===== config.mk =====
export PLATFORM = sky130hd
export DESIGN_NAME = counter_scheduler
export DESIGN_NICKNAME = d
export VERILOG_FILES = /design/src/rtl/counter_scheduler.sv
export SDC_FILE = /design/constraint.sdc
export NUM_CORES = 1
export LEC_CHECK = 0
export CAP_MARGIN = 30
export CORE_MARGIN = 2
export CORE_UTILIZATION = 45
export CTS_BUF_LIST = sky130_fd_sc_hd__clkbuf_4
export DETAILED_ROUTE_END_ITERATION = 16
export GPL_ROUTABILITY_DRIVEN = 0
export PLACE_DENSITY = 0.76
export SYNTH_ARGS = -nofsm -noshare
export SYNTH_HDL_FRONTEND = slang
export SYNTH_SLANG_ARGS = --single-unit
export TNS_END_PERCENT = 5

===== constraint.sdc =====
create_clock -name clk -period 3.4 [get_ports clk]
set_input_delay 1.02 -clock clk [delete_from_list [all_inputs] [get_ports clk]]
set_output_delay 1.02 -clock clk [all_outputs]
set_load 0.05 [all_outputs]

===== src/rtl/counter_scheduler.sv =====
// Two-requester scheduler that grants one shared up-counter at a time.
// The winner's count runs from 0 to its latched length, then a done pulse is issued.
module counter_scheduler #(
   parameter int WIDTH = 4
) (
   input  logic               clk,
   input  logic               reset,
   input  logic [1:0]         req,
   input  logic [2*WIDTH-1:0] len,
   output logic [1:0]         gnt,
   output logic [1:0]         done,
   output logic               busy,
   output logic [WIDTH-1:0]   q
);

   typedef enum logic [1:0] {IDLE, LOAD, RUN, DONE} state_t;

   state_t           state_q, state_d;
   logic [WIDTH-1:0] cnt_q, cnt_d;
   logic [WIDTH-1:0] target_q, target_d;
   logic             win_q, win_d;
   logic             ptr_q, ptr_d;
   logic             pick;

   // With both bits set, the round-robin pointer names the winner.
   always_comb begin
      if (req == 2'b11) pick = ptr_q;
      else              pick = req[1];
   end

   always_ff @(posedge clk) begin
      if (reset) begin
         state_q  <= IDLE;
         cnt_q    <= '0;
         target_q <= '0;
         win_q    <= 1'b0;
         ptr_q    <= 1'b0;
      end else begin
         state_q  <= state_d;
         cnt_q    <= cnt_d;
         target_q <= target_d;
         win_q    <= win_d;
         ptr_q    <= ptr_d;
      end
   end

   always_comb begin
      state_d  = state_q;
      cnt_d    = cnt_q;
      target_d = target_q;
      win_d    = win_q;
      ptr_d    = ptr_q;
      case (state_q)
         IDLE: begin
            if (|req) begin
               win_d    = pick;
               target_d = pick ? len[2*WIDTH-1:WIDTH] : len[WIDTH-1:0];
               cnt_d    = '0;
               state_d  = LOAD;
            end
         end
         LOAD: begin
            if (!req[win_q]) begin
               state_d = IDLE;
               cnt_d   = '0;
               ptr_d   = ~win_q;
            end else begin
               state_d = RUN;
            end
         end
         RUN: begin
            // Dropping the request wins over reaching the target.
            if (!req[win_q]) begin
               state_d = IDLE;
               cnt_d   = '0;
               ptr_d   = ~win_q;
            end else if (cnt_q == target_q) begin
               state_d = DONE;
            end else begin
               cnt_d = cnt_q + WIDTH'(1);
            end
         end
         DONE: begin
            state_d = IDLE;
            ptr_d   = ~win_q;
         end
         default: state_d = IDLE;
      endcase
   end

   always_comb begin
      gnt  = 2'b00;
      done = 2'b00;
      busy = (state_q != IDLE);
      if (state_q == LOAD || state_q == RUN) gnt[win_q] = 1'b1;
      if (state_q == DONE) done[win_q] = 1'b1;
   end

   assign q = cnt_q;

endmodule


# After elaboration in Yosys (flattened, before gate mapping)
# Index checks and enable logic that the tools add are counted.
[word_totals]
ramBits = 0
rom_bits = 0
ff_bits = 12
input_bits = 12
latch_bits = 0
word_cells = 51
out_inout_bits = 9
n_memories = 0
[op_classes]
muxes = 20
reduce_logical = 12
mul = 0
bitwise_logic = 1
n_eq_ne = 10
shifts = 0
n_div = 0
n_lt_le_gt_ge = 2
n_addsub = 1
[ops]
columns = ["cell", "n"]
rows = [
  ["2-to-1 mux 4 bit", 5],
  ["2-to-1 mux 2 bit", 6],
  ["one-hot mux 4 bit (3 select lines)", 1],
  ["one-hot mux 2 bit (4 select lines)", 1],
  ["== test 2 bit, second input constant", 3],
  ["inequality test 2 bit, second input constant", 3],
  ["inequality test 3 bit, second input constant", 2],
  ["AND reduction 2 bit", 3],
  ["2-to-1 mux 1 bit", 5],
  ["adder 4 x 1 -> 4 bit, second input constant", 1],
  ["== test 4 bit", 1],
  ["AND reduction 4 bit", 1],
  ["nonzero test 2 bit", 2],
  ["OR reduction 2 bit", 2],
  ["nonzero test 3 bit", 1],
  ["== test 2 x 1 -> 1 bit, second input constant", 1],
  ["logical NOT 2 bit", 1],
  ["less-than comparator 1 x 2 -> 1 bit, second input constant", 1],
  ["one-hot mux 1 bit (2 select lines)", 1],
  ["demux 1 bit (select 1 bit)", 1],
  [">= comparator 1 bit, second input constant", 1],
  ["logical AND 1 bit", 1],
  ["logical OR 1 bit", 1],
  ["NOT 1 bit", 1],
]

# Longest topological paths before layout
[logic_depth]
word_depth = 5
mapped_depth = 6
ltp_nobuf = 6

# Worst setup path after synthesis
# No wires, ideal clock.
[synth_path]
kind = "input-to-reg"
startpoint = "input port req[0]"
endpoint = "register cnt_q[2], in the netlist q[2]"
required_ns = 3.326
setup_slack_ns = 1.009
stages = 4
arrival_time_ns = 2.317
n_path_buf = 0
setup_time_ns = 0.074
cell_sequence = "mux2_4 -> a221o_1 -> or4_1 -> a31oi_1"
[synth_between]
elab_chain_cells = 4
word_cells_on_any_way = 9
classes_between = "eq/ne: 3; mux: 4; reduce/logical: 2"
[synth_rtl]
columns = ["item", "line_no", "source"]
rows = [
  ["start, declared", "8", "input logic [1:0] req,"],
  ["2-to-1 mux 1 bit (not written as such) (2 in series)", "63, 73", ""],
  ["inequality test 3 bit (no source line), or another cell as far along", "--", ""],
  ["AND reduction 4 bit (no source line) / one-hot mux 4 bit (3 select lines) (equally long branches)", "--", ""],
  ["end signal, assigned", "40", "cnt_q <= cnt_d;"],
  ["end, declared", "19", "logic [WIDTH-1:0] cnt_q, cnt_d;"],
]
# Several ways; a longest one is shown, not always the timed one. The select of a mux whose other input is x is not followed.
# A chain may end at the register's enable or synchronous reset.

# Worst setup path in the final report
[layout_path]
startpoint = "register state_q[0]"
endpoint = "output port gnt[1]"
[layout_between]
elab_chain_cells = 3
word_cells_on_any_way = 4
classes_between = "eq/ne: 2; mux: 1; reduce/logical: 1"
[layout_rtl]
columns = ["item", "line_no", "source"]
rows = [
  ["start, declared", "18", "state_t state_q, state_d;"],
  ["start signal, assigned", "39", "state_q <= state_d;"],
  ["== test 2 x 1 -> 1 bit / == test 2 bit (equally long branches)", "95", "if (state_q == LOAD || state_q == RUN) gnt[win_q] = 1'b1;"],
  ["logical OR 1 bit *", "95", ""],
  ["2-to-1 mux 2 bit *", "95", ""],
  ["end, declared", "10", "output logic [1:0] gnt,"],
]
# Every way passes the cells marked *; elsewhere a longest branch is shown, timed or not.

==> metrics.md <==
| Metric | Value |
|---|---|
| Outcome | `complete, no violations` |
| Largest net degree at the start of global routing | `13` |
| Clock sinks | `12` |
| Final Slew Violations | `0` |
| First-pass GRT wire length | `2.87 mm` |
| Area growth syn-to-layout | `31.8%` |
| Detailed Route Iter0 Violations | `9` |
| Hold WC Path Type | `flip-flop to flip-flop` |
| GRT Residual Overflow | `0` |
| Synthesis-stage register bit count | `12` |
| DR WL met3 | `72 um` |
| Clock Latency Late Sink | `0.28 ns` |
| RSZ-0062 raised after global routing | `false` |
| Final hold vios | `0` |
| Drt pass-1 iters | `4` |
| DIE AREA | `2040 um^2` |
| Final-stage net count | `126` |
| Met1 Wirelength | `748 um` |
| Post-DR wirelength/cell | `13.3 um` |
| Die W | `45.2 um` |
| Worst setup EP type | `output pin` |
| IO buf count | `20` |
| Max frequency | `0.328 GHz` |
| DR top layer | `met4` |
| CTS Buffer Depth | `2` |
| CORE AREA | `1540 um^2` |
| Post-synth cell types | `31` |
| Slowest stage delay, CP | `0.80 ns` |
| Vias in the first global route | `672` |
| DP HPWL | `1.28 mm` |
| Count leader, synth | `dfxtp_1` |
| Die Y | `45.2 um` |
| Slew HR | `0.483` |
| Initial antenna violation count | `0` |
| Post-DP Area | `980 um^2` |
| Final setup vio count | `0` |
| Antenna-violating nets left | `0` |
| Clock transition at path regs | `0.09 ns` |
| DR WL met2 | `814 um` |
| DR vias | `718` |
| EDFF count, synth | `0` |
| Total Routed Length | `1.65 mm` |
| Worst vdd ir | `266 uV` |
| I/O pins | `21` |
| Mapped Avg Cell Area | `8.98 um^2` |
| Final Cell Area | `1010 um^2` |
| Finished Layout Cells | `124` |
| Initial Util | `0.495` |
| Ys Warns | `0` |
| Crit path max-delay cell type | `clkdlybuf4s50_1` |
| Post-synth top cells | `dfxtp_1, nor2_1, inv_1, mux2i_1, ha_1` |
| Post-synth top flop | `dfxtp_1` |
| Post-cts gate resize count | `0` |
| Post-synth top area share | `0.315` |
| Share of layout cells above drive strength 1 | `0.111` |
| Pre-CTS setup slack | `0.422 ns` |
| Worst Path Required | `2.38 ns` |
| Worst Clk Skew | `0.00756 ns` |
| CTS root buf | `clkbuf_4` |
| Crit path kind | `flip-flop to output pin` |
| Main area contributors after synthesis | `dfxtp_1, mux2i_1, ha_1` |
| Final Cycle Share | `0.896` |
| Ant diodes | `0` |
| Inserted Clock Buffers | `3` |
| Row count | `14` |
| Critical path peak fanout | `3` |
| Max Cap Viol | `0` |
| Crit path arrival time | `2.03 ns` |
| Period minus WS final | `3.05 ns` |
| Static Leak | `0.421 nW` |
| Hold Buf Count CTS | `0` |
| Critical-path cell list | `inv_1, ha_1, and2_2, clkdlybuf4s50_1` |
| Synthesized net count | `102` |
| Startpoint types | `flip-flop` |
| Setup_tns | `0 ns` |
| Worst slew pin tran | `0.769 ns` |
| Asr flop ratio synth | `0` |
| Post-CTS Setup Repair Bufs | `0` |
| Mapped Area | `763 um^2` |
| Vias per Instance | `5.79` |
| TritonCTS clock tree | `built` |
| Placed insts | `120` |
| Pwr per Cell Area | `357 nW/um^2` |
| Total GRT Usage | `0.194` |
| Fin worst setup slack | `0.355 ns` |
| Worst hold slack | `0.509 ns` |
| H-tree Lvls | `1` |
| Area leader, netlist | `dfxtp_1` |
| Cells after synthesis | `85` |
| Register area share after synthesis | `0.315` |
| Drc violations | `0` |
-- cell type report --
class                           instances  area, um^2
Fill cell                             141         536
Multi-Input combinational cell         65         493
Sequential cell                        12         240
Timing Repair Buffer                   20         200
Inverter                                7        26.3
Clock buffer                            3        22.5
Tap cell                               16        20.0
Clock inverter                          1        3.75
-- flip-flops by register name, summed over array words and instances (netlist names) --
| signal | cells |
|---|---|
| state_q | 2 |
| ptr_q | 1 |
| q | 4 |
| target_q | 4 |
| win_q | 1 |
-- through the flow --
stage,utilization,total power (W)
6_report,0.653,0.000359
5_1_grt,0.653,0.000383
4_1_cts,0.653,0.000362
3_5_place_dp,0.636,0.000266
3_3_place_gp,0.636,0.000263
2_1_floorplan,-,0.000232
-- cell families after synthesis --
group                    synth area share
XOR/XNOR                           0.0459
flip-flops                          0.315
buffers and inverters              0.0393
multiplexers                        0.111
adder cells (fa/ha/maj)            0.0820
AND/OR/NAND/NOR                     0.246
AO/OA/AOI/OAI                       0.161
-- layer usage --
layer / global-route usage / up-vias
met5: 0 / -
met1: 0.234 / 332
met2: 0.326 / 26
met4: 0.0824 / 0
met3: 0.0480 / 2
li1: - / 358
-- power breakdown --
part           total [W]  internal, W  switching [W]  leakage [nW]
sequential      0.000159     0.000151     0.00000802        0.0984
clock          0.0000966    0.0000425      0.0000541        0.0154
combinational   0.000104    0.0000459      0.0000582         0.307
-- path summary, 6_finish.rpt --
check	start	endpoint	slack [ns]	cells after the start
min	target_q[1]$_SDFFE_PP0P_	target_q[1]$_SDFFE_PP0P_	0.51	2
max	state_q[0]$_SDFFE_PP0P_	gnt[1]	0.35	4
max reg2reg	win_q$_SDFFE_PP0P_	q[2]$_SDFFE_PP0P_	1.42	4
min reg2reg	target_q[1]$_SDFFE_PP0P_	target_q[1]$_SDFFE_PP0P_	0.51	2
-- critical path: cells and delay by family, from the launching register on --
family,cells,cell delay [ns]
AND/OR/NAND/NOR,1,0.14
adder cells (fa/ha/maj),1,0.32
buffers and inverters,2,0.89
flip-flops,1,0.39
-- layout by cell type (no fill, tap or decap), types with 4 or more instances in the layout --
cell | netlist | final
xor2_1 | 4 | 4
nor2_1 | 9 | 9
mux2i_1 | 7 | 7
nand2_1 | 4 | 4
clkdlybuf4s50_1 | 0 | 20
ha_1 | 5 | 5
dfxtp_1 | 12 | 12
a211oi_1 | 4 | 4
inv_1 | 7 | 7
and2_2 | 4 | 4
Note: power is estimated with default switching activity, not from simulation.
